<file path="src/rtl/rx_fifo_ctrl_if.sv">
// Bundle between rcv_block, the rx FIFO controller and the host-side byte consumer.
// Optional RX_ERR_TAG_EN adds rd_ferr, the framing-error tag of the head entry.
interface rx_fifo_ctrl_if #(
   parameter int ADDR_W = 3
);
   // Handshakes: data_ready is a level held by rcv_block until it sees the one-cycle
   // data_read pulse; rd_valid means rd_data is the head byte, and pop consumes it on
   // the rising edge (a pop while rd_valid=0 is ignored).
   logic [7:0]      rx_data;
   logic            data_ready;
   logic            overrun_error;
   logic            framing_error;
   logic            data_read;
   logic            pop;
   logic [7:0]      rd_data;
   logic            rd_valid;
`ifdef RX_ERR_TAG_EN
   logic            rd_ferr;
`endif
   logic            fifo_full;
   logic [ADDR_W:0] fifo_count;
   logic [7:0]      ovr_count;
   logic [7:0]      ferr_count;

   modport master (
`ifdef RX_ERR_TAG_EN
      input  rd_ferr,
`endif
      output rx_data, data_ready, overrun_error, framing_error, pop,
      input  data_read, rd_data, rd_valid, fifo_full, fifo_count, ovr_count, ferr_count
   );

   modport slave (
`ifdef RX_ERR_TAG_EN
      output rd_ferr,
`endif
      input  rx_data, data_ready, overrun_error, framing_error, pop,
      output data_read, rd_data, rd_valid, fifo_full, fifo_count, ovr_count, ferr_count
   );
endinterface

</file>
<file path="src/rtl/rx_fifo_ctrl.sv">
// Drains rcv_block into a DEPTH-entry FIFO, acknowledges each byte and counts error events.
// Define RX_ERR_TAG_EN to queue framing-error bytes with a tag instead of dropping them.
module rx_fifo_ctrl #(
   parameter int DEPTH  = 8,
   parameter int ADDR_W = 3
) (
   input  logic         clk,
   input  logic         rst,
   rx_fifo_ctrl_if.slave bus,
   output logic [1:0]   state_dbg
);

`ifdef RX_ERR_TAG_EN
   localparam int W = 9;
`else
   localparam int W = 8;
`endif
   localparam logic [ADDR_W:0] FULL_CNT = (ADDR_W + 1)'(DEPTH);

   typedef enum logic [1:0] {IDLE, HOLD, ACK, WAIT} state_t;

   state_t            state;
   logic              data_read_q;
   logic [W-1:0]      mem [DEPTH];
   logic [ADDR_W-1:0] wptr;
   logic [ADDR_W-1:0] rptr;
   logic [ADDR_W:0]   count;
   logic              ovr_prev;
   logic [7:0]        ovr_cnt;
   logic [7:0]        ferr_cnt;

   logic              space;
   logic              capture;
   logic              push;
   logic              pop_eff;

   // A pop on the same edge frees the slot, so a full FIFO can still accept a byte.
   always_comb begin
      space   = (count != FULL_CNT) | bus.pop;
      capture = space & (((state == IDLE) & bus.data_ready) | (state == HOLD));
      pop_eff = bus.pop & (count != '0);
`ifdef RX_ERR_TAG_EN
      push    = capture;
`else
      push    = capture & ~bus.framing_error;
`endif
   end

   always_ff @(posedge clk or posedge rst) begin
      if (rst) begin
         state       <= IDLE;
         data_read_q <= 1'b0;
      end else begin
         data_read_q <= 1'b0;
         case (state)
            IDLE: begin
               if (bus.data_ready) begin
                  if (space) begin
                     state       <= ACK;
                     data_read_q <= 1'b1;
                  end else begin
                     state <= HOLD;
                  end
               end
            end
            HOLD: begin
               if (space) begin
                  state       <= ACK;
                  data_read_q <= 1'b1;
               end
            end
            ACK:  state <= WAIT;
            // Wait for rcv_block to drop data_ready so one byte is never captured twice.
            WAIT: if (!bus.data_ready) state <= IDLE;
            default: state <= IDLE;
         endcase
      end
   end

   always_ff @(posedge clk or posedge rst) begin
      if (rst) begin
         wptr  <= '0;
         rptr  <= '0;
         count <= '0;
      end else begin
         if (push)    wptr <= wptr + 1'b1;
         if (pop_eff) rptr <= rptr + 1'b1;
         case ({push, pop_eff})
            2'b10:   count <= count + 1'b1;
            2'b01:   count <= count - 1'b1;
            default: count <= count;
         endcase
      end
   end

   always_ff @(posedge clk) begin
      if (push) begin
`ifdef RX_ERR_TAG_EN
         mem[wptr] <= {bus.framing_error, bus.rx_data};
`else
         mem[wptr] <= bus.rx_data;
`endif
      end
   end

   always_ff @(posedge clk or posedge rst) begin
      if (rst) begin
         ovr_prev <= 1'b0;
         ovr_cnt  <= '0;
         ferr_cnt <= '0;
      end else begin
         ovr_prev <= bus.overrun_error;
         if (bus.overrun_error && !ovr_prev && ovr_cnt != 8'hFF)
            ovr_cnt <= ovr_cnt + 1'b1;
         if (capture && bus.framing_error && ferr_cnt != 8'hFF)
            ferr_cnt <= ferr_cnt + 1'b1;
      end
   end

   assign bus.data_read  = data_read_q;
   assign bus.rd_data    = mem[rptr][7:0];
`ifdef RX_ERR_TAG_EN
   assign bus.rd_ferr    = mem[rptr][8];
`endif
   assign bus.rd_valid   = (count != '0);
   assign bus.fifo_full  = (count == FULL_CNT);
   assign bus.fifo_count = count;
   assign bus.ovr_count  = ovr_cnt;
   assign bus.ferr_count = ferr_cnt;
   assign state_dbg      = state;

endmodule

</file>
<file path="src/flat_wrapper.sv">
// flat-port wrapper written by rule: the top's interface ports become plain ports
module rx_fifo_ctrl_flat 
#(
   parameter int DEPTH  = 8,
   parameter int ADDR_W = 3
)
  (clk, rst, state_dbg, bus_rx_data, bus_data_ready, bus_overrun_error, bus_framing_error, bus_pop, bus_data_read, bus_rd_data, bus_rd_valid, bus_fifo_full, bus_fifo_count, bus_ovr_count, bus_ferr_count);
  rx_fifo_ctrl_if #(.ADDR_W(ADDR_W)) bus_i ();
  input  logic clk;
  input  logic rst;
  output logic [1:0] state_dbg;
  input wire logic [$bits(bus_i.rx_data)-1:0] bus_rx_data;
  input wire logic [$bits(bus_i.data_ready)-1:0] bus_data_ready;
  input wire logic [$bits(bus_i.overrun_error)-1:0] bus_overrun_error;
  input wire logic [$bits(bus_i.framing_error)-1:0] bus_framing_error;
  input wire logic [$bits(bus_i.pop)-1:0] bus_pop;
  output wire logic [$bits(bus_i.data_read)-1:0] bus_data_read;
  output wire logic [$bits(bus_i.rd_data)-1:0] bus_rd_data;
  output wire logic [$bits(bus_i.rd_valid)-1:0] bus_rd_valid;
  output wire logic [$bits(bus_i.fifo_full)-1:0] bus_fifo_full;
  output wire logic [$bits(bus_i.fifo_count)-1:0] bus_fifo_count;
  output wire logic [$bits(bus_i.ovr_count)-1:0] bus_ovr_count;
  output wire logic [$bits(bus_i.ferr_count)-1:0] bus_ferr_count;
  assign bus_i.rx_data = bus_rx_data;
  assign bus_i.data_ready = bus_data_ready;
  assign bus_i.overrun_error = bus_overrun_error;
  assign bus_i.framing_error = bus_framing_error;
  assign bus_i.pop = bus_pop;
  assign bus_data_read = bus_i.data_read;
  assign bus_rd_data = bus_i.rd_data;
  assign bus_rd_valid = bus_i.rd_valid;
  assign bus_fifo_full = bus_i.fifo_full;
  assign bus_fifo_count = bus_i.fifo_count;
  assign bus_ovr_count = bus_i.ovr_count;
  assign bus_ferr_count = bus_i.ferr_count;
  rx_fifo_ctrl #(.DEPTH(DEPTH), .ADDR_W(ADDR_W)) u_core (.clk(clk), .rst(rst), .bus(bus_i), .state_dbg(state_dbg));
endmodule
</file>
<file path="config.mk">
export PLATFORM = sky130hd
export DESIGN_NAME = rx_fifo_ctrl_flat
export DESIGN_NICKNAME = d
export VERILOG_FILES = /design/src/rtl/rx_fifo_ctrl_if.sv /design/src/rtl/rx_fifo_ctrl.sv /design/src/flat_wrapper.sv
export SDC_FILE = /design/constraint.sdc
export NUM_CORES = 1
export LEC_CHECK = 0
export CAP_MARGIN = 10
export CORE_ASPECT_RATIO = 1.2
export CORE_MARGIN = 10
export CORE_UTILIZATION = 50
export DETAILED_ROUTE_END_ITERATION = 16
export GPL_ROUTABILITY_DRIVEN = 0
export GPL_TIMING_DRIVEN = 0
export PLACE_DENSITY = 0.82
export REMOVE_ABC_BUFFERS = 1
export SYNTH_ARGS = -nofsm -noshare
export SYNTH_HDL_FRONTEND = slang
export SYNTH_SLANG_ARGS = --single-unit
</file>
<file path="constraint.sdc">
create_clock -name clk -period 2.6 [get_ports clk]
set_input_delay 0.26 -clock clk [delete_from_list [all_inputs] [get_ports clk]]
set_output_delay 0.26 -clock clk [all_outputs]
set_load 0.01 [all_outputs]
</file>
==> flow_summary.json, run 1 <==
{
  "status": "complete, but fails checks",
  "violations": "setup timing",
  "worstRegToRegCells": 11,
  "synth_enable_flop_cells": 64,
  "setup_viol": 1,
  "finalHoldViolCount": 0,
  "start_util_pct": 52.0,
  "die_area_um2": 12100,
  "crit_family": "compound AO/OA/AOI/OAI gates",
  "synthTopCellsByArea": "edfxtp_1, dfrtp_1, mux4_2",
  "ys_warn_count": 0,
  "area_growth_pct": 23.2,
  "syn_area_um2": 4030,
  "ys_seq_area_share_pct": 66.3,
  "grt_antenna_before_repair": 0,
  "finalCriticalPeriod_ns": 2.60,
  "cts_hold_buf": 0,
  "drt-initial-drc-count": 72,
  "grt_pass1_wl_um": 12600,
  "grt_usage_pct": 13.4,
  "netlist-cell-type-count": 37,
  "yosysTopAreaCellShare_pct": 47.7,
  "relSlewSlack_pct": 36.5,
  "hpwlAfterDp_um": 5330,
  "crit_start": "u_core.state_dbg[0]$_DFFE_PP0P_",
  "crit_required_ns": 2.83,
  "synth_seq_cells": 94,
  "cts_buffers": 9,
  "grt_pass1_vias": 2510,
  "h-tree-depth": 3,
  "power_mw": 5.27,
  "final_nets": 345,
  "vias_per_cell": 5.67,
  "path_cells": "inv_2, ha_2, a21oi_2, a211oi_2, inv_2, ha_2, ha_1, a21o_1, a2111oi_2, nand4b_1, nand3_1",
  "worst_clock_skew_ns": 0.00779,
  "layout-drive-gt1-share_pct": 25.2,
  "die_w_um": 102,
  "hold_class": "in2async",
  "ant_nets": 0,
  "avgRoutedWirePerCell_um": 19.0,
  "ys.flop_type": "edfxtp_1",
  "drt-total-wl_um": 7860,
  "end_kind": "flip-flop",
  "drv_cap": 0,
  "max_clock_freq_mhz": 384,
  "grt_max_degree": 31,
  "port_buffers": 46,
  "cts-root-buf": "clkbuf_8",
  "leakagePower_nw": 1.85,
  "synth_cells": 249,
  "worstSetupPathType": "reg2reg",
  "final_area_um2": 4960,
  "most-common-layout-cells": "edfxtp_1, clkdlybuf4s50_1, dfrtp_1",
  "period_share_pct": 100,
  "drc_errors": 0,
  "slowest_stage": "dfrtp_1",
  "core_area_um2": 7750,
  "worstSkewPairLatency_ns": 0.35,
  "multiInputGateArea_um2": 1330,
  "final_common_cell": "edfxtp_1",
  "setup_slack_ns": -0.00131,
  "grt.overflow.total": 0,
  "r2r_slack_ns": -0.001,
  "slew_violations": 0,
  "dp_slack_ns": -0.440,
  "vias": 2349,
  "synth_top_cell_by_area": "edfxtp_1",
  "drt-pass1-iter-count": 4,
  "seq_area_um2": 2680,
  "irDropWorstVdd_mv": 0.712,
  "r2r-end": "u_core.bus.fifo_count[3]$_DFFE_PP0P_",
  "ios": 47,
  "critical_path_arrival_ns": 2.83,
  "rsz0062_at_grt": "yes",
  "clockBufferDepth": 2,
  "clkSlewWorstSetupHoldPaths_ns": 0.08,
  "crit_fanout": 5,
  "clock-sinks": 94,
  "reg2reg_from": "u_core.state_dbg[0]$_DFFE_PP0P_",
  "cts_tree": "built",
  "n_fill_cell": 565,
  "async_reset_ff_share_pct": 31.9,
  "rows": 35,
  "num_antenna_cells": 0,
  "critPathBufInv": 2,
  "place_area_um2": 4620,
  "power.density_nw_per_um2": 1060,
  "start_kind": "flip-flop",
  "die_h_um": 118,
  "worst_slew_pin_slew_ns": 0.949,
  "critical_path.max_stage_delay_ns": 0.42,
  "avgSynthCellArea_um2": 16.2
}
[repair_timing]
item,in CTS,in global routing
pin swaps,2,2
setup endpoints to repair,44,12
resized for setup,15,4
setup buffers,10,2
[flip-flops by register name, indices dropped and copies added, names as in the netlist]
name and flops:
u_core.state_dbg 2, u_core.mem 64, u_core.rptr 3, u_core.bus.ovr_count 8
u_core.wptr 3, u_core.bus.data_read 1, u_core.bus.ferr_count 8, u_core.bus.fifo_count 4
u_core.ovr_prev 1
[stage by stage]
stage | cells | TNS (ns) | hold slack [ns] | utilization [%]
after global placement | 381 | -21.08 | 0.480 | 59.1
after detailed placement | 386 | -7.96 | 0.486 | 59.5
after floorplan | 243 | -0.0560 | 0.291 | -
after global routing | 414 | -0.500 | 0.357 | 64.1
final | 414 | -0.00131 | 0.330 | 64.1
after CTS | 411 | 0 | 0.358 | 63.4
[cells in the mapped netlist, types with 2 or more instances]
cell and count:
edfxtp_1 64, dfrtp_1 30, mux4_2 16, nand2_1 13, xor2_1 13, ha_1 12, inv_1 12, mux2_2 12
nand3_1 11, nor2_1 11, nor3_1 10, xnor2_1 5, a21oi_1 3, nand2b_1 3, nor4_1 3, o21ai_0 3
a31oi_1 2, buf_1 2, buf_2 2, clkbuf_1 2, mux2i_1 2, nand4_1 2, or4_1 2
[cells by family (layout without fill, tap and decap cells)]
kind of cell / Yosys count / in the layout / share of synthesized area, %
multiplexers: 31 / 31 / 13.1
buffers and inverters: 18 / 91 / 1.74
AND/OR/NAND/NOR: 60 / 60 / 7.95
XOR/XNOR: 18 / 18 / 3.91
flip-flops: 94 / 94 / 66.3
adder cells (fa/ha/maj): 13 / 13 / 4.22
AO/OA/AOI/OAI: 15 / 15 / 2.76
[how the worst max path moves through the flow]
stage	to	slack (ns)	depth (start not counted)
2_1_floorplan	u_core.bus.fifo_count[3]$_DFFE_PP0P_	-0.06	11
3_3_place_gp	u_core.mem[0][4]$_DFFE_PP_	-0.88	5
3_5_place_dp	u_core.bus.fifo_count[3]$_DFFE_PP0P_	-0.44	10
4_1_cts	u_core.bus.fifo_count[3]$_DFFE_PP0P_	0.005	11
5_1_grt	u_core.bus.fifo_count[3]$_DFFE_PP0P_	-0.13	11
6_report	u_core.bus.fifo_count[3]$_DFFE_PP0P_	-0.001	11
[final cells by class]
class	instances	area share, %
tap	92	2.32
clock buffer	11	2.65
sequential	94	54.0
inverter	12	0.907
multi-input combinational	137	26.8
timing repair buffer	64	12.3
clock inverter	4	0.983
[power by group]
part / internal [mW] / leakage (nW) / switching [mW] / total (mW)
Combinational: 1.23 / 0.814 / 0.909 / 2.14
Clock: 0.438 / 0.0893 / 0.467 / 0.904
Sequential: 1.87 / 0.944 / 0.354 / 2.22
[routing by layer]
layer  track usage, %  routed length, um  up-vias  share of wire, %
met3             4.37                511       11               6.5
met1             15.3               3270     1195                42
met2             22.4               3940       58                50
met4             5.57                138        0               1.8
met5                0                  0        -                 0
li1                 -                  -     1085                 -
Power figures use the tool's default switching activity.
==> run 2: changes to the inputs <==
--- a/config.mk
+++ b/config.mk
@@ -12,7 +12,7 @@
 export DETAILED_ROUTE_END_ITERATION = 16
 export GPL_ROUTABILITY_DRIVEN = 0
 export GPL_TIMING_DRIVEN = 0
-export PLACE_DENSITY = 0.82
+export PLACE_DENSITY = 0.72
 export REMOVE_ABC_BUFFERS = 1
 export SYNTH_ARGS = -nofsm -noshare
 export SYNTH_HDL_FRONTEND = slang
==> flow_summary.json, run 2 (same netlist as run 1, synthesis figures left out) <==
{
  "status": "completed",
  "critical_path.max_stage_delay_ns": 0.43,
  "grt_pass1_wl_um": 12600,
  "start_kind": "flip-flop",
  "critical_path_arrival_ns": 2.81,
  "crit_fanout": 5,
  "power_mw": 5.41,
  "h-tree-depth": 3,
  "largest_reg_flops": 64,
  "die_area_um2": 12100,
  "p_sw_mw": 1.76,
  "slowest_stage": "dfrtp_1",
  "p_clk_share_pct": 19.4,
  "most-common-layout-cells": "edfxtp_1, clkdlybuf4s50_1, dfrtp_1",
  "die_h_um": 118,
  "intPower_mw": 3.65,
  "ios": 47,
  "end_kind": "flip-flop",
  "rsz0062_at_grt": "yes",
  "drt-initial-drc-count": 101,
  "grt_usage_pct": 13.3,
  "die_w_um": 102,
  "relSlewSlack_pct": 41.8,
  "grt_max_degree": 31,
  "port_buffers": 46,
  "regMostFlops": "u_core.mem",
  "avgRoutedWirePerCell_um": 18.3,
  "drv_cap": 0,
  "layout-drive-gt1-share_pct": 25.9,
  "grt_antenna_before_repair": 0,
  "max_clock_freq_mhz": 396,
  "leakagePower_nw": 1.87,
  "clock-sinks": 94,
  "drt-pass1-iter-count": 4,
  "worstSkewPairLatency_ns": 0.35,
  "slew_violations": 0,
  "seq_area_um2": 2680,
  "clockBufferDepth": 2,
  "core_area_um2": 7750,
  "start_util_pct": 52.0,
  "hold_class": "in2async",
  "grt_pass1_vias": 2409,
  "vias": 2260,
  "irDropWorstVdd_mv": 0.702,
  "cts-root-buf": "clkbuf_8",
  "clkSlewWorstSetupHoldPaths_ns": 0.10,
  "ant_nets": 0,
  "final_core_util_pct": 64.9,
  "area_growth_pct": 24.8,
  "multiInputGateArea_um2": 1360,
  "finalHoldViolCount": 0,
  "setup_viol": 0,
  "n_fill_cell": 560,
  "rows": 35,
  "drt-total-wl_um": 7550,
  "final_nets": 343,
  "worstSetupPathType": "reg2reg",
  "worst_clock_skew_ns": 0.0106,
  "p_seq_share_pct": 41.1,
  "netSwitchingFraction_pct": 32.5,
  "cts_tree": "built",
  "hpwlAfterDp_um": 4960,
  "power.density_nw_per_um2": 1080,
  "crit_required_ns": 2.88,
  "path_cells": "inv_2, ha_2, a21oi_4, a211oi_2, inv_2, ha_2, ha_1, a21o_1, a21oi_1, or4_1, nand3_1",
  "num_antenna_cells": 0,
  "worst_slew_pin_slew_ns": 0.868,
  "final_common_cell": "edfxtp_1",
  "drc_errors": 0,
  "cts_buffers": 9,
  "grt.overflow.total": 0,
  "pwr-share-comb_pct": 39.5,
  "finalCriticalPeriod_ns": 2.53,
  "period_share_pct": 97.1,
  "vias_per_cell": 5.47
}
## run 2: changes by cell type in the layout (fill, tap and decap cells not counted), moves of 2 or more
cell	change
buf_4	-2
nor2_2	+3
clkbuf_1	-2
inv_6	+2
nor2_1	-3
## run 2: final timing paths
| check | start | endpoint | slack, ns | cells past startpoint |
|---|---|---|---|---|
| max reg2reg | u_core.state_dbg[0]$_DFFE_PP0P_ | u_core.bus.fifo_count[3]$_DFFE_PP0P_ | 0.07 | 11 |
| min reg2reg | u_core.bus.ovr_count[7]$_DFFE_PP0P_ | u_core.bus.ovr_count[7]$_DFFE_PP0P_ | 0.50 | 1 |
| min in group clk | bus_overrun_error | u_core.ovr_prev$_DFF_PP0_ | 0.37 | 1 |
| min | rst | u_core.bus.ovr_count[4]$_DFFE_PP0P_ | 0.16 | 2 |
| max | u_core.state_dbg[0]$_DFFE_PP0P_ | u_core.bus.fifo_count[3]$_DFFE_PP0P_ | 0.07 | 11 |
| max in group asynchronous | rst | u_core.rptr[0]$_DFFE_PP0P_ | 2.00 | 3 |
## run 2: critical path: cells and delay by family (launching register included)
family | cells | cell delay [ns]
adder cells (fa/ha/maj) | 3 | 0.70
AO/OA/AOI/OAI | 4 | 0.64
AND/OR/NAND/NOR | 2 | 0.49
flip-flops | 1 | 0.43
buffers and inverters | 2 | 0.19
## run 2: per-layer routing
layer / GRT usage, % / up-vias / wire (um) / share of wire [%]
met3: 3.61 / 11 / 357 / 4.7
met4: 4.77 / 0 / 101 / 1.3
li1: - / 1078 / - / -
met5: 0 / - / 0 / 0
met2: 20.6 / 48 / 3660 / 48
met1: 17.6 / 1123 / 3440 / 46
## run 2: metrics by stage
stage                     hold slack, ns  setup WS [ns]  cells  cell area, um2  setup TNS (ns)
after floorplan                    0.291        -0.0560    243            4000         -0.0560
after global placement             0.485         -0.922    381            4580          -22.53
after detailed placement           0.487         -0.493    385            4610           -4.83
after CTS                          0.360         0.0138    410            4950               0
after global routing               0.154        -0.0827    413            5030          -0.469
final                              0.157         0.0743    413            5030               0
## run 2: layout make-up
type,count,share of cell area (%)
clock inverter,7,1.89
sequential,94,53.3
inverter,12,0.896
timing repair buffer,62,12.1
tap,92,2.29
multi-input combinational,137,27.0
clock buffer,9,2.46
## run 2: power by group through the flow
stage,clock network (mW),registers [mW],logic (mW)
after floorplan,0,2.27,1.05
after global placement,0,2.31,1.78
after detailed placement,0,2.32,1.83
after CTS,1.07,2.22,2.12
after global routing,1.14,2.28,2.35
final,1.05,2.22,2.14
## run 2: what timing repair did
action                     4_1_cts  5_1_grt
setup endpoints to repair       48       10
resized for setup               16        6
pin swaps                        2        3
buffers inserted                 9        2
hold buffers                     0        0
